--- src/rtl/sram_port_arbiter_if.sv ---
// ============================================================================
//  Module      : sram_port_arbiter_if
//  Description : Requester ports and SRAM macro bus bundled for the
//                two-port TCM SRAM arbiter.
//  Revision    : 1.0  initial release
// ============================================================================
`default_nettype none

interface sram_port_arbiter_if #(
    parameter int AW = 13
);
    logic          p0_req;
    logic [3:0]    p0_wen;
    logic [AW-1:0] p0_addr;
    logic [31:0]   p0_wdata;
    logic          p0_gnt;
    logic          p0_rvalid;
    logic [31:0]   p0_rdata;

    logic          p1_req;
    logic [3:0]    p1_wen;
    logic [AW-1:0] p1_addr;
    logic [31:0]   p1_wdata;
    logic          p1_gnt;
    logic          p1_rvalid;
    logic [31:0]   p1_rdata;

    logic          sram_cs;
    logic [3:0]    sram_wen;
    logic [AW-1:0] sram_addr;
    logic [31:0]   sram_wdata;
    logic [31:0]   sram_rdata;

    // Arbiter side
    modport slave (
        input  p0_req, p0_wen, p0_addr, p0_wdata,
        output p0_gnt, p0_rvalid, p0_rdata,
        input  p1_req, p1_wen, p1_addr, p1_wdata,
        output p1_gnt, p1_rvalid, p1_rdata,
        output sram_cs, sram_wen, sram_addr, sram_wdata,
        input  sram_rdata
    );

    // Requesters plus SRAM macro side
    modport master (
        output p0_req, p0_wen, p0_addr, p0_wdata,
        input  p0_gnt, p0_rvalid, p0_rdata,
        output p1_req, p1_wen, p1_addr, p1_wdata,
        input  p1_gnt, p1_rvalid, p1_rdata,
        input  sram_cs, sram_wen, sram_addr, sram_wdata,
        output sram_rdata
    );
endinterface

`default_nettype wire

--- src/rtl/sram_port_arbiter.sv ---
// ============================================================================
//  Module      : sram_port_arbiter
//  Description : Shares one single-port byte-writable 32-bit SRAM between two
//                requesters; fixed priority with starvation guard or RR.
//  Revision    : 1.0  initial release
// ============================================================================
`default_nettype none

module sram_port_arbiter #(
    parameter int AW        = 13,
    parameter int ARB_MODE  = 0,
    parameter int MAX_BURST = 4
) (
    input  wire logic     sys_root_clk,
    input  wire logic     sys_root_rstn,
    sram_port_arbiter_if.slave bus
);

    localparam logic [3:0] c_max_burst = 4'(MAX_BURST);

    logic [3:0] burst_cnt_q, burst_cnt_d;
    logic       last_owner_q, last_owner_d;
    logic       rd_pend_q, rd_pend_d;
    logic       rd_port_q, rd_port_d;

    logic       w_gnt0;
    logic       w_gnt1;

    // Grants are forced low while reset is asserted so the SRAM is never
    // strobed and no requester sees a spurious accept.
    always_comb begin
        w_gnt0 = 1'b0;
        w_gnt1 = 1'b0;
        if (sys_root_rstn) begin
            if (bus.p0_req && bus.p1_req) begin
                if (ARB_MODE == 0) begin
                    w_gnt1 = (burst_cnt_q == c_max_burst);
                end else begin
                    w_gnt1 = ~last_owner_q;
                end
                w_gnt0 = ~w_gnt1;
            end else begin
                w_gnt0 = bus.p0_req;
                w_gnt1 = bus.p1_req;
            end
        end
    end

    always_comb begin
        burst_cnt_d  = burst_cnt_q;
        last_owner_d = last_owner_q;
        rd_pend_d    = 1'b0;
        rd_port_d    = rd_port_q;

        if (!bus.p1_req || w_gnt1) begin
            burst_cnt_d = 4'd0;
        end else if (w_gnt0 && (burst_cnt_q < c_max_burst)) begin
            burst_cnt_d = burst_cnt_q + 4'd1;
        end

        if (w_gnt1) begin
            last_owner_d = 1'b1;
        end else if (w_gnt0) begin
            last_owner_d = 1'b0;
        end

        if (w_gnt0 && (bus.p0_wen == 4'd0)) begin
            rd_pend_d = 1'b1;
            rd_port_d = 1'b0;
        end else if (w_gnt1 && (bus.p1_wen == 4'd0)) begin
            rd_pend_d = 1'b1;
            rd_port_d = 1'b1;
        end
    end

    always_ff @(posedge sys_root_clk or negedge sys_root_rstn) begin
        if (!sys_root_rstn) begin
            burst_cnt_q  <= 4'd0;
            last_owner_q <= 1'b1;
            rd_pend_q    <= 1'b0;
            rd_port_q    <= 1'b0;
        end else begin
            burst_cnt_q  <= burst_cnt_d;
            last_owner_q <= last_owner_d;
            rd_pend_q    <= rd_pend_d;
            rd_port_q    <= rd_port_d;
        end
    end

    // SRAM command mux: zeros when idle keep the macro pins quiet.
    always_comb begin
        bus.sram_cs    = w_gnt0 | w_gnt1;
        bus.sram_wen   = 4'd0;
        bus.sram_addr  = '0;
        bus.sram_wdata = 32'd0;
        if (w_gnt0) begin
            bus.sram_wen   = bus.p0_wen;
            bus.sram_addr  = bus.p0_addr;
            bus.sram_wdata = bus.p0_wdata;
        end else if (w_gnt1) begin
            bus.sram_wen   = bus.p1_wen;
            bus.sram_addr  = bus.p1_addr;
            bus.sram_wdata = bus.p1_wdata;
        end
    end

    always_comb begin
        bus.p0_gnt    = w_gnt0;
        bus.p1_gnt    = w_gnt1;
        bus.p0_rvalid = rd_pend_q & ~rd_port_q;
        bus.p1_rvalid = rd_pend_q &  rd_port_q;
        bus.p0_rdata  = (rd_pend_q & ~rd_port_q) ? bus.sram_rdata : 32'd0;
        bus.p1_rdata  = (rd_pend_q &  rd_port_q) ? bus.sram_rdata : 32'd0;
    end

endmodule

`default_nettype wire
--- src/flat_wrapper.sv ---
// flat-port wrapper written by rule: the top's interface ports become plain ports
module sram_port_arbiter_flat 
#(
    parameter int AW        = 13,
    parameter int ARB_MODE  = 0,
    parameter int MAX_BURST = 4
)
  (sys_root_clk, sys_root_rstn, bus_p0_req, bus_p0_wen, bus_p0_addr, bus_p0_wdata, bus_p0_gnt, bus_p0_rvalid, bus_p0_rdata, bus_p1_req, bus_p1_wen, bus_p1_addr, bus_p1_wdata, bus_p1_gnt, bus_p1_rvalid, bus_p1_rdata, bus_sram_cs, bus_sram_wen, bus_sram_addr, bus_sram_wdata, bus_sram_rdata);
  sram_port_arbiter_if #(.AW(AW)) bus_i ();
  input  wire logic sys_root_clk;
  input  wire logic sys_root_rstn;
  input wire logic [$bits(bus_i.p0_req)-1:0] bus_p0_req;
  input wire logic [$bits(bus_i.p0_wen)-1:0] bus_p0_wen;
  input wire logic [$bits(bus_i.p0_addr)-1:0] bus_p0_addr;
  input wire logic [$bits(bus_i.p0_wdata)-1:0] bus_p0_wdata;
  output wire logic [$bits(bus_i.p0_gnt)-1:0] bus_p0_gnt;
  output wire logic [$bits(bus_i.p0_rvalid)-1:0] bus_p0_rvalid;
  output wire logic [$bits(bus_i.p0_rdata)-1:0] bus_p0_rdata;
  input wire logic [$bits(bus_i.p1_req)-1:0] bus_p1_req;
  input wire logic [$bits(bus_i.p1_wen)-1:0] bus_p1_wen;
  input wire logic [$bits(bus_i.p1_addr)-1:0] bus_p1_addr;
  input wire logic [$bits(bus_i.p1_wdata)-1:0] bus_p1_wdata;
  output wire logic [$bits(bus_i.p1_gnt)-1:0] bus_p1_gnt;
  output wire logic [$bits(bus_i.p1_rvalid)-1:0] bus_p1_rvalid;
  output wire logic [$bits(bus_i.p1_rdata)-1:0] bus_p1_rdata;
  output wire logic [$bits(bus_i.sram_cs)-1:0] bus_sram_cs;
  output wire logic [$bits(bus_i.sram_wen)-1:0] bus_sram_wen;
  output wire logic [$bits(bus_i.sram_addr)-1:0] bus_sram_addr;
  output wire logic [$bits(bus_i.sram_wdata)-1:0] bus_sram_wdata;
  input wire logic [$bits(bus_i.sram_rdata)-1:0] bus_sram_rdata;
  assign bus_i.p0_req = bus_p0_req;
  assign bus_i.p0_wen = bus_p0_wen;
  assign bus_i.p0_addr = bus_p0_addr;
  assign bus_i.p0_wdata = bus_p0_wdata;
  assign bus_p0_gnt = bus_i.p0_gnt;
  assign bus_p0_rvalid = bus_i.p0_rvalid;
  assign bus_p0_rdata = bus_i.p0_rdata;
  assign bus_i.p1_req = bus_p1_req;
  assign bus_i.p1_wen = bus_p1_wen;
  assign bus_i.p1_addr = bus_p1_addr;
  assign bus_i.p1_wdata = bus_p1_wdata;
  assign bus_p1_gnt = bus_i.p1_gnt;
  assign bus_p1_rvalid = bus_i.p1_rvalid;
  assign bus_p1_rdata = bus_i.p1_rdata;
  assign bus_sram_cs = bus_i.sram_cs;
  assign bus_sram_wen = bus_i.sram_wen;
  assign bus_sram_addr = bus_i.sram_addr;
  assign bus_sram_wdata = bus_i.sram_wdata;
  assign bus_i.sram_rdata = bus_sram_rdata;
  sram_port_arbiter #(.AW(AW), .ARB_MODE(ARB_MODE), .MAX_BURST(MAX_BURST)) u_core (.sys_root_clk(sys_root_clk), .sys_root_rstn(sys_root_rstn), .bus(bus_i));
endmodule
--- config.mk ---
export PLATFORM = sky130hd
export DESIGN_NAME = sram_port_arbiter_flat
export DESIGN_NICKNAME = d
export VERILOG_FILES = /design/src/rtl/sram_port_arbiter_if.sv /design/src/rtl/sram_port_arbiter.sv /design/src/flat_wrapper.sv
export SDC_FILE = /design/constraint.sdc
export NUM_CORES = 1
export LEC_CHECK = 0
export CAP_MARGIN = 20
export CORE_AREA = 4 4 96 98
export CTS_BUF_LIST = sky130_fd_sc_hd__clkbuf_4
export CTS_CLUSTER_SIZE = 30
export DETAILED_ROUTE_END_ITERATION = 10
export DIE_AREA = 0 0 100 102
export PLACE_DENSITY = 0.68
export REMOVE_ABC_BUFFERS = 1
export SLEW_MARGIN = 20
export SYNTH_ARGS = -nofsm -noshare
export SYNTH_HDL_FRONTEND = slang
export SYNTH_SLANG_ARGS = --single-unit
--- constraint.sdc ---
create_clock -name sys_root_clk -period 2.3 [get_ports sys_root_clk]
set_input_delay 0.46 -clock sys_root_clk [delete_from_list [all_inputs] [get_ports sys_root_clk]]
set_output_delay 0.46 -clock sys_root_clk [all_outputs]
set_load 0.01 [all_outputs]
==> reports/results.txt <==
Most used routing layer -> met2
Ratio of total power to cell area -> 193 mW/mm²
Global Route Usage Sum -> 15.6%
# clock sinks -> 6
Combinational share of power -> 72.0%
Fin. max-slew vios -> 0
Non-Filler Instances -> 534
Post-synthesis cell type count -> 25
Status -> finished clean
Syn Area/Cell -> 8.35 µm²
Area grow syn2layout -> 197%
Root Driver -> clkbuf_4
First-pass GRT wire length -> 12600 µm
GPL Wtd Cong -> 0.816
Crit Reg-Reg Startpoint -> u_core.burst_cnt_q[0]$_DFFE_PN0P_
Largest net degree at the start of global routing -> 35
I/O pin count -> 252
Starting DRC count in detailed routing -> 54
Ratio of cells with drive above 1 in the final layout -> 22.1%
Area of the mapped netlist -> 0.00137 mm²
Die W -> 100 µm
GR Layer Usage met3 -> 4.91%
Routed WL per cell -> 17.5 µm
Synth Register Bits -> 6
Slew @ Worst Pin -> 0.523 ns
Worst-skew pair later-pin latency -> 0.26 ns
TritonCTS clock tree -> done
CP startpoint -> u_core.burst_cnt_q[0]$_DFFE_PN0P_
Post-route ant nets -> 0
Final wirelength -> 9330 µm
Critical Path End -> bus_sram_wdata[13]
Switching share of power -> 32.4%
Global route total overflow -> 0
Vias/cell -> 4.55
Crit path DAT -> 1.80 ns
Req. time, crit path -> 1.84 ns
Fin. Hold Viols -> 0
Nets -> 564
Ant. Diodes -> 0
Hold WS -> 0.289 ns
Top cells by area, synth -> a22o_1, and2_1, and3_1
H-tree depth -> 1
CP Capture Type -> primary output
# setup viols final -> 0
Row count -> 34
Synth top area share -> 30.7%
Worst Reg2Reg Path Length in Cells -> 6
RSZ-0062 raised after global routing -> true
Max_slew headroom -> 64.8%
HPWL after DPL -> 7670 µm
CTS Buf Count -> 3
Critical path startpoint category -> flop
Internal power -> 531 µW
Hold_buf cts -> 0
Clk_skew -> 0.00248 ns
Clock transition at path regs -> 0.05 ns
Number of global-route vias before repair -> 2421
Sequential share of the synthesized area -> 11.0%
FMAX -> 443 MHz
Switching pwr -> 254 µW
Core Region -> 0.00847 mm²
RR Endpoint -> u_core.rd_pend_q$_DFF_PN0_
Peak supply drop -> 0.0823 mV
Cells after synthesis -> 164
Met1 usage -> 16.1%
DRT Pass-1 Iters -> 4
Bufs on Longest Clock Path -> 2
Die H -> 102 µm
Worst setup path category -> reg -> out
Die ar. -> 0.0102 mm²
Crit Path Max Fanout -> 8
Max Cap Viol -> 0
Sequential power share -> 14.5%
Post-synth top area cell -> a22o_1
Placed cells -> 520
Initial antenna violation count -> 0
DRC -> 0
Via count -> 2428
Crit path time final -> 2.26 ns
Reg2Reg Setup Slack -> 0.92 ns
Port Buffers -> 251
Synthesis Warnings -> 0
Lkg Pwr -> 1.85 nW
M2 GR Usage -> 30.7%
Final period util -> 98.1%
Clock power frac -> 13.5%
Hold Crit Class -> in -> async
Initial Util -> 16.2%
==> flip-flops by register name (all words and copies together), names as in the netlist <==
register,count
u_core.rd_pend_q,1
u_core.burst_cnt_q,4
u_core.rd_port_q,1
==> per-stage QoR <==
step	power [mW]	TNS [ns]	area [µm²]	setup slack [ns]	utilization (%)
final	0.785	0	4070	0.0436	48.1
after floorplan	0.262	-2.78	1220	-0.0565	-
after global routing	0.827	-0.776	4070	-0.0490	48.1
after CTS	0.791	-0.0226	4170	-0.0145	49.3
after global placement	0.683	-19.37	4030	-0.409	47.6
after detailed placement	0.687	-20.36	4030	-0.427	47.6
==> what timing repair did <==
action | 4_1_cts | 5_1_grt
resized for setup | 145 | 71
cloned | 2 | 4
buffers inserted | 6 | 1
setup endpoints to repair | 52 | 50
pin swaps | 2 | 16
==> worst min path at each step <==
stage	from	to	slack, ns
final	sys_root_rstn	u_core.burst_cnt_q[1]$_DFFE_PN0P_	0.29
after global routing	sys_root_rstn	u_core.burst_cnt_q[1]$_DFFE_PN0P_	0.32
after CTS	sys_root_rstn	u_core.burst_cnt_q[1]$_DFFE_PN0P_	0.29
after detailed placement	u_core.burst_cnt_q[3]$_DFFE_PN0P_	u_core.burst_cnt_q[3]$_DFFE_PN0P_	0.61
after global placement	u_core.burst_cnt_q[3]$_DFFE_PN0P_	u_core.burst_cnt_q[3]$_DFFE_PN0P_	0.62
after floorplan	sys_root_rstn	u_core.burst_cnt_q[0]$_DFFE_PN0P_	0.16
==> placed cells by master (no fill, tap or decap) <==
cell type	count
mux2i_1	1
and2_1	33
clkdlybuf4s50_1	196
dfrtp_1	6
dlygate4sd2_1	5
a2bb2oi_2	1
buf_2	20
or2_2	1
buf_6	9
and4bb_2	1
buf_8	2
nand3b_4	1
a211oi_2	1
inv_2	2
a21o_2	1
buf_4	17
a41oi_4	1
nor2b_1	1
ha_1	1
nand2_1	1
xnor2_1	1
nor3b_1	4
buf_12	5
clkbuf_4	3
ha_4	1
or4_4	1
nand2_2	1
buf_16	1
a41oi_1	1
nor4_1	1
a21oi_4	1
clkbuf_2	20
inv_1	1
clkbuf_16	3
a22o_2	1
a22o_1	48
and3_1	32
==> synthesized netlist by cell type <==
cell	count
a22o_1	48
and2_1	33
and3_1	32
buf_6	10
clkbuf_1	9
dfrtp_1	6
nor3b_1	4
inv_1	3
ha_1	2
nand2_1	2
a211oi_2	1
a21o_2	1
a21oi_4	1
a22o_2	1
a2bb2oi_2	1
a41oi_1	1
a41oi_4	1
and4bb_2	1
mux2i_1	1
nand3b_2	1
nor2b_1	1
nor4_1	1
or2_2	1
or4_4	1
xnor2_1	1
==> metal layers <==
layer | share of wire (%) | up-vias
met2 | 51 | 170
met5 | 0 | -
met1 | 35 | 1086
li1 | - | 1157
met4 | 1.9 | 0
met3 | 12 | 15
==> kinds of logic after synthesis <==
kind of cell    synth area share (%)
xor+xnor                       0.640
flops                           11.0
simple gates                    36.4
fa+ha+maj                       1.83
buf+inv                         11.5
compound gates                  37.9
mux                            0.731
==> power by group through the flow <==
stage          clock network [mW]  logic [mW]  registers, mW
2_1_floorplan                   0       0.131          0.131
3_3_place_gp                    0       0.568          0.115
3_5_place_dp                    0       0.572          0.115
4_1_cts                     0.106       0.571          0.114
5_1_grt                     0.113       0.600          0.115
6_report                    0.106       0.565          0.114
==> critical path, stage by stage (launching register included) <==
cell	delay, ns
dfrtp_1	0.38
inv_2	0.08
ha_4	0.17
nand3b_4	0.10
a21oi_4	0.20
buf_12	0.17
clkbuf_16	0.15
a22o_1	0.14
buf_2	0.13
==> area by class of cell <==
cell class	count	area, µm²
Fill cell	818	4390
Timing Repair Buffer	278	2670
Multi-Input combinational cell	136	1080
Sequential cell	6	150
Tap cell	108	135
Clock buffer	3	22.5
Inverter	3	11.3
No activity file was read; power rests on OpenSTA's default activity.
